==> config.mk <==
export PLATFORM = sky130hd
export DESIGN_NAME = mem_arbiter
export DESIGN_NICKNAME = d
export VERILOG_FILES = /design/src/rtl/mem_arbiter_pkg.sv /design/src/rtl/mem_arbiter.sv
export SDC_FILE = /design/constraint.sdc
export NUM_CORES = 1
export LEC_CHECK = 0
export ABC_AREA = 1
export CAP_MARGIN = 40
export CELL_PAD_IN_SITES_DETAIL_PLACEMENT = 0
export CELL_PAD_IN_SITES_GLOBAL_PLACEMENT = 1
export CORE_ASPECT_RATIO = 0.6
export CORE_MARGIN = 2
export CORE_UTILIZATION = 30
export CTS_CLUSTER_SIZE = 16
export DETAILED_ROUTE_END_ITERATION = 6
export DONT_BUFFER_PORTS = 1
export PLACE_DENSITY = 0.68
export REMOVE_ABC_BUFFERS = 1
export SLEW_MARGIN = 20
export SYNTH_ARGS = -nofsm -noshare
export SYNTH_HDL_FRONTEND = slang
export SYNTH_SLANG_ARGS = --single-unit
==> constraint.sdc <==
create_clock -name clk -period 2.6 [get_ports clk]
set_input_delay 0.52 -clock clk [delete_from_list [all_inputs] [get_ports clk]]
set_output_delay 0.52 -clock clk [all_outputs]
set_load 0.02 [all_outputs]
==> src/rtl/mem_arbiter_pkg.sv <==
// Shared types and constants for the instruction/data memory arbiter.
package mem_arbiter_pkg;

   typedef enum logic [1:0] {
      IDLE   = 2'd0,
      BUSY_I = 2'd1,
      BUSY_D = 2'd2
   } arb_state_t;

   localparam int unsigned STARVE_LIMIT_DEFAULT = 4;
   localparam int unsigned STARVE_CNT_W         = 4;

   // Saturating increment used by the fetch-starvation counter.
   function automatic logic [STARVE_CNT_W-1:0] sat_inc(
      input logic [STARVE_CNT_W-1:0] value,
      input logic [STARVE_CNT_W-1:0] limit
   );
      return (value >= limit) ? limit : value + 1'b1;
   endfunction

endpackage

==> src/rtl/mem_arbiter.sv <==
// Shares one backing memory port between fetch and data requesters.
// Data wins contention until fetch has been passed over STARVE_LIMIT times.
module mem_arbiter
   import mem_arbiter_pkg::*;
#(
   parameter int ADDR_W       = 32,
   parameter int DATA_W       = 32,
   parameter int STARVE_LIMIT = STARVE_LIMIT_DEFAULT
) (
   input  logic              clk,
   input  logic              rst,
   input  logic              i_req,
   input  logic [ADDR_W-1:0] i_addr,
   output logic              i_done,
   output logic [DATA_W-1:0] i_rdata,
   input  logic              d_req,
   input  logic              d_wr,
   input  logic [ADDR_W-1:0] d_addr,
   input  logic [DATA_W-1:0] d_wdata,
   output logic              d_done,
   output logic [DATA_W-1:0] d_rdata,
   output logic              mem_req,
   output logic              mem_wr,
   output logic [ADDR_W-1:0] mem_addr,
   output logic [DATA_W-1:0] mem_wdata,
   input  logic              mem_ready,
   input  logic [DATA_W-1:0] mem_rdata,
   output logic              busy
);

   localparam logic [STARVE_CNT_W-1:0] LIMIT = STARVE_CNT_W'(STARVE_LIMIT);

   arb_state_t              state;
   logic [STARVE_CNT_W-1:0] starve_cnt;
   logic [DATA_W-1:0]       i_hold;
   logic [DATA_W-1:0]       d_hold;
   logic                    d_grant;

   assign d_grant = d_req & (~i_req | (starve_cnt < LIMIT));
   assign busy    = (state != IDLE);

   // Completion pulses and read-data bypass; reset suppresses a done in flight.
   always_comb begin
      i_done  = ~rst & (state == BUSY_I) & mem_ready;
      d_done  = ~rst & (state == BUSY_D) & mem_ready;
      i_rdata = i_done ? mem_rdata : i_hold;
      d_rdata = (d_done & ~mem_wr) ? mem_rdata : d_hold;
   end

   // Arbitration FSM, request latch, starvation counter and rdata hold registers.
   always_ff @(posedge clk) begin
      if (rst) begin
         state      <= IDLE;
         starve_cnt <= '0;
         mem_req    <= 1'b0;
         mem_wr     <= 1'b0;
         mem_addr   <= '0;
         mem_wdata  <= '0;
         i_hold     <= '0;
         d_hold     <= '0;
      end else begin
         case (state)
            IDLE: begin
               if (d_grant) begin
                  state      <= BUSY_D;
                  mem_req    <= 1'b1;
                  mem_wr     <= d_wr;
                  mem_addr   <= d_addr;
                  mem_wdata  <= d_wdata;
                  starve_cnt <= i_req ? sat_inc(starve_cnt, LIMIT) : '0;
               end else if (i_req) begin
                  state      <= BUSY_I;
                  mem_req    <= 1'b1;
                  mem_wr     <= 1'b0;
                  mem_addr   <= i_addr;
                  starve_cnt <= '0;
               end else begin
                  starve_cnt <= '0;
               end
            end
            BUSY_I: begin
               if (mem_ready) begin
                  i_hold  <= mem_rdata;
                  mem_req <= 1'b0;
                  state   <= IDLE;
               end
            end
            BUSY_D: begin
               if (mem_ready) begin
                  if (!mem_wr) begin
                     d_hold <= mem_rdata;
                  end
                  mem_req <= 1'b0;
                  state   <= IDLE;
               end
            end
            default: begin
               state   <= IDLE;
               mem_req <= 1'b0;
            end
         endcase
      end
   end

endmodule

# After elaboration in Yosys (flattened, before gate mapping)
# Cells that the tools add are included.
[totals]
regBits = 136
inputBits = 134
[op_classes]
add_sub_neg = 1
n_lt_le_gt_ge = 2
eq_ne = 4
muxes = 17
bitwise_logic = 10
n_reduce_logical = 9
[op_table]
columns = ["operator", "count"]
rows = [
  ["$mux 32", 4],
  ["$mux 4", 3],
  ["$reduce_and 2->1", 4],
  ["$and 1x1->1", 6],
  ["$mux 2", 3],
  ["$mux 1", 5],
  ["$add 4x1->4 const B", 1],
  ["$ge 4x3->1 const B", 1],
  ["$lt 4x3->1 const B", 1],
  ["$pmux 2 s2", 1],
  ["$reduce_bool 2->1", 2],
  ["$ne 3x3->1 const B", 1],
  ["$not 1->1", 3],
  ["$reduce_and 3->1", 1],
  ["$eq 2x1->1 const B", 1],
  ["$eq 2x2->1 const B", 1],
  ["$logic_not 2->1", 1],
  ["$ne 2x1->1 const B", 1],
  ["$pmux 1 s2", 1],
  ["$reduce_or 2->1", 1],
  ["$or 1x1->1", 1],
]

# Logic depth before layout (Yosys ltp)
[depth]
depth_word = 5
mapped_depth = 11
depth_no_buf = 8

# Worst setup path before layout
# OpenSTA, ideal clock, no wires.
[synth_timing]
path_kind = "register -> output"
startpoint = "reg state[1]"
endpoint = "out i_rdata[22]"
arrival_ns = 1.491
path_slack_ns = 0.589
stages_incl_launch_ff = 8
n_path_buf = 2
cell_sequence = "dfxtp_1 inv_1 ha_1 nand2_1 nor2_1 buf_2 buf_2 o21ai_0"
[synth_between]
elab_chain_cells = 4
[synth_lines]
columns = ["element", "line_no", "source"]
rows = [
  ["start: declaration", "mem_arbiter.sv:33", "arb_state_t state;"],
  ["start signal: assignment", "mem_arbiter.sv:53", "state <= IDLE;"],
  ["start signal: assignment", "mem_arbiter.sv:65", "state <= BUSY_D;"],
  ["start signal: assignment", "mem_arbiter.sv:72", "state <= BUSY_I;"],
  ["$eq 2x1->1", "mem_arbiter.sv:44", "i_done = ~rst & (state == BUSY_I) & mem_ready;"],
  ["$and 1x1->1 (2 in series)", "mem_arbiter.sv:44", ""],
  ["net i_done", "mem_arbiter.sv:14", "output logic i_done,"],
  ["$mux 32", "mem_arbiter.sv:46", "i_rdata = i_done ? mem_rdata : i_hold;"],
  ["end: declaration", "mem_arbiter.sv:15", "output logic [DATA_W-1:0] i_rdata,"],
]
# The timed path passes the listed nets, and every way through them passes these cells.

# Final worst setup path
[layout_timing]
startpoint = "reg state[0]"
endpoint = "out d_rdata[21]"
[layout_between]
elab_chain_cells = 5
[layout_lines]
columns = ["element", "line_no", "source"]
rows = [
  ["$eq 2x2->1", "mem_arbiter.sv:45", "d_done = ~rst & (state == BUSY_D) & mem_ready;"],
  ["$and 1x1->1 (2 in series)", "mem_arbiter.sv:45", ""],
  ["$and 1x1->1", "mem_arbiter.sv:47", "d_rdata = (d_done & ~mem_wr) ? mem_rdata : d_hold;"],
  ["$mux 32", "mem_arbiter.sv:47", ""],
  ["end: declaration", "mem_arbiter.sv:21", "output logic [DATA_W-1:0] d_rdata,"],
]
# No other way between the ends.

==> key figures <==
Route
  – First-pass detailed-route iteration total: 4
  – Final ANT Viol Nets: 0
  – Wire per inst: 14.6 µm
  – DRT Wirelength: 17,900 µm
  – Via count: 5,431
  – DRC: 0
  – Initial DRC count: 251
  – Via density: 4.43

Finish
  – N_diodes: 0
  – Nets@finish: 1,079
  – Layout cells sized above 1: 13.2%
  – Core Util, Final: 38.1%
  – Area Growth Syn to Fin: 25.7%
  – Reg area: 2720 µm²
  – Fill count: 2,130
  – Commonest non-fill, non-tap cell in the layout: nand2_1
  – Commonest non-fill, non-tap cells in the layout: nand2_1 (204), nor2_1 (140), inv_1 (138), dfxtp_1 (135), o21ai_0 (89)
  – Multi-input logic area: 2520 µm²

Setup path
  – Worst r2r src: state[1]$_SDFFE_PP0P_
  – CP startpoint kind: flip-flop
  – WP data required: 2.08 ns
  – Reg-to-reg slack, setup: 0.72 ns
  – Critical path endpoint: d_rdata[21]
  – Reg2Reg Depth: 8
  – Worst-path maximum fanout: 6
  – FF-to-FF End: mem_addr[8]$_SDFFE_PP0P_
  – Crit. End Element: output pin
  – Setup CP Type: reg2out
  – CP Launch Point: state[0]$_SDFFE_PP0P_
  – Crit path DAT: 1.97 ns

Clock network
  – Total CTS buffers: 17
  – H-tree levels: 4
  – Post-CTS Hold Buffers: 0
  – CTS clock-pin slew for the worst setup and hold paths: 0.06 ns
  – Longest Clk Path Bufs: 2
  – Sink Count: 136
  – CTS tree: done
  – Root Driver: clkbuf_16
  – Clock Latency Late Sink: 0.42 ns

Power and ir drop
  – Sw power: 1610 µW
  – Combinational Power Share: 12.4%
  – Int Pwr: 4230 µW
  – Power per cell area: 773 nW/µm²
  – Leak: 0.00355 µW
  – Switching share of power: 27.6%
  – Flop pwr share: 42.9%
  – VDD IR max: 0.437 mV
  – Clock power frac: 44.7%

Floorplanning
  – FP Rows: 40
  – Chip height: 114 µm
  – Die Footprint: 21,200 µm²
  – Io pins: 267
  – Initial Util: 30.3%
  – Die X-Extent: 187 µm
  – Placeable core area: 19,800 µm²

Place
  – Routability cong.: 0.790
  – PortBufs: 0
  – Post-DP HPWL: 12,200 µm

GRT
  – Vias in the first global route: 4,891
  – Gr usage total: 16.4%
  – Largest net degree at the start of global routing: 75
  – First-pass GRT wire length: 27,100 µm
  – GRT Residual Overflow: 0
  – Initial antenna violation count: 0

Min path
  – Hold/Removal Path Class: in2reg

Timing
  – Worst-margin pin slew: 0.653 ns
  – Max Slew Vio Count: 0
  – Final TNS setup: 0 ns
  – Worst rel slew slack: 56.4%
  – Final Cycle Share: 95.8%
  – Fmax: 402 MHz
  – Fin Hold WS: 0.204 ns
  – Fin. Hold Viols: 0
  – Crit path time final: 2.49 ns
  – Setup violations, final: 0
  – Final Skew: 0.00671 ns

Logic synthesis
  – Cell area after synthesis: 6010 µm²
  – Sequential-to-total area share from yosys stat: 45.3%
  – Yosys cell types: 21
  – Ys Warns: 0
  – Mapped Avg Cell Area: 6.76 µm²
  – Flops & latches, synth: 136
  – Syn Inst Count: 889

Run status
  – Status: complete, no violations

Run
  – Max cap viols: 0
-- area by class of cell --
| cell class | instances | area share (%) |
|---|---|---|
| sequential | 136 | 36.0 |
| multi-input combinational | 558 | 33.4 |
| timing repair buffer | 87 | 10.7 |
| inverter | 141 | 7.00 |
| clock buffer | 24 | 6.51 |
| tap | 273 | 4.52 |
| clock inverter | 7 | 1.85 |
-- worst min path at each step --
stage                            endpoint  slack [ns]               startpoint  depth (start not counted)
6_report          i_hold[10]$_SDFFE_PP0P_        0.20                      rst                          1
5_1_grt             state[0]$_SDFFE_PP0P_        0.15                      rst                          1
3_5_place_dp      i_hold[24]$_SDFFE_PP0P_        0.45  i_hold[24]$_SDFFE_PP0P_                          2
3_3_place_gp      i_hold[24]$_SDFFE_PP0P_        0.45  i_hold[24]$_SDFFE_PP0P_                          2
2_1_floorplan      i_hold[0]$_SDFFE_PP0P_        0.44   i_hold[0]$_SDFFE_PP0P_                          2
4_1_cts        starve_cnt[2]$_SDFFE_PP0N_        0.17                      rst                          1
-- cell families (layout without fill, tap and decap cells) --
logic type / Yosys count / in the layout / synth area share (%)
AO/OA/AOI/OAI: 139 / 139 / 13.1
adder cells (fa/ha/maj): 4 / 4 / 0.832
buffers and inverters: 195 / 259 / 13.0
flip-flops: 136 / 136 / 45.3
AND/OR/NAND/NOR: 415 / 415 / 27.8
-- routing by layer --
metal	wire [µm]	part of all wire, %	track usage, %
met5	0	0	0
met4	161	0.90	5.08
met3	1820	10	7.63
met2	7400	41	23.6
met1	8560	48	21.7
-- stage by stage --
| stage | std cells | setup WS, ns | total power, µW | cell area [µm²] |
|---|---|---|---|---|
| global route | 1226 | -0.00885 | 6150 | 7560 |
| floorplan | 835 | -1.14 | 3000 | 5760 |
| detailed placement | 1185 | 0.399 | 3260 | 6750 |
| finish | 1226 | 0.110 | 5840 | 7560 |
| global placement | 1184 | 0.439 | 3250 | 6720 |
| CTS | 1218 | 0.00404 | 5930 | 7420 |
-- synthesized netlist by cell type, drive strengths merged --
cell	count	area [µm²]
nor2	142	549
o21ai	101	517
nand3	66	335
o31ai	32	240
a21oi	6	30.0
ha	4	50.1
or2	1	8.76
clkbuf	25	95.1
nand2	204	766
dfxtp	136	2720
inv	141	529
nand4	2	12.5
buf	29	156
-- state kept, by name (all words and copies together) (netlist names) --
register	cells
mem_addr	32
mem_req	1
d_hold	32
i_hold	32
state	2
starve_cnt	4
mem_wdata	32
mem_wr	1
-- worst max-delay path, stage by stage, from the launching register on --
cell	delay (ns)
dfxtp_2	0.33
inv_2	0.05
ha_1	0.13
nand2_1	0.06
or2_4	0.26
nor2_8	0.12
buf_12	0.13
clkbuf_16	0.15
nand2_1	0.06
o21ai_0	0.08
buf_4	0.17
-- what timing repair did --
| item | 4_1_cts | 5_1_grt |
|---|---|---|
| gates cloned | 1 | 4 |
| resized for setup | 1 | 13 |
| endpoints found under the setup margin | 25 | 31 |
| pin swaps | 1 | 1 |
| setup buffers | 1 | 5 |
-- power groups by stage --
stage	registers (µW)	clock network (µW)	logic [µW]
6_report	2500	2610	726
5_1_grt	2520	2790	839
3_5_place_dp	2550	0	713
3_3_place_gp	2550	0	702
4_1_cts	2510	2700	723
2_1_floorplan	2510	0	493
No activity file was read; power rests on OpenSTA's default activity.
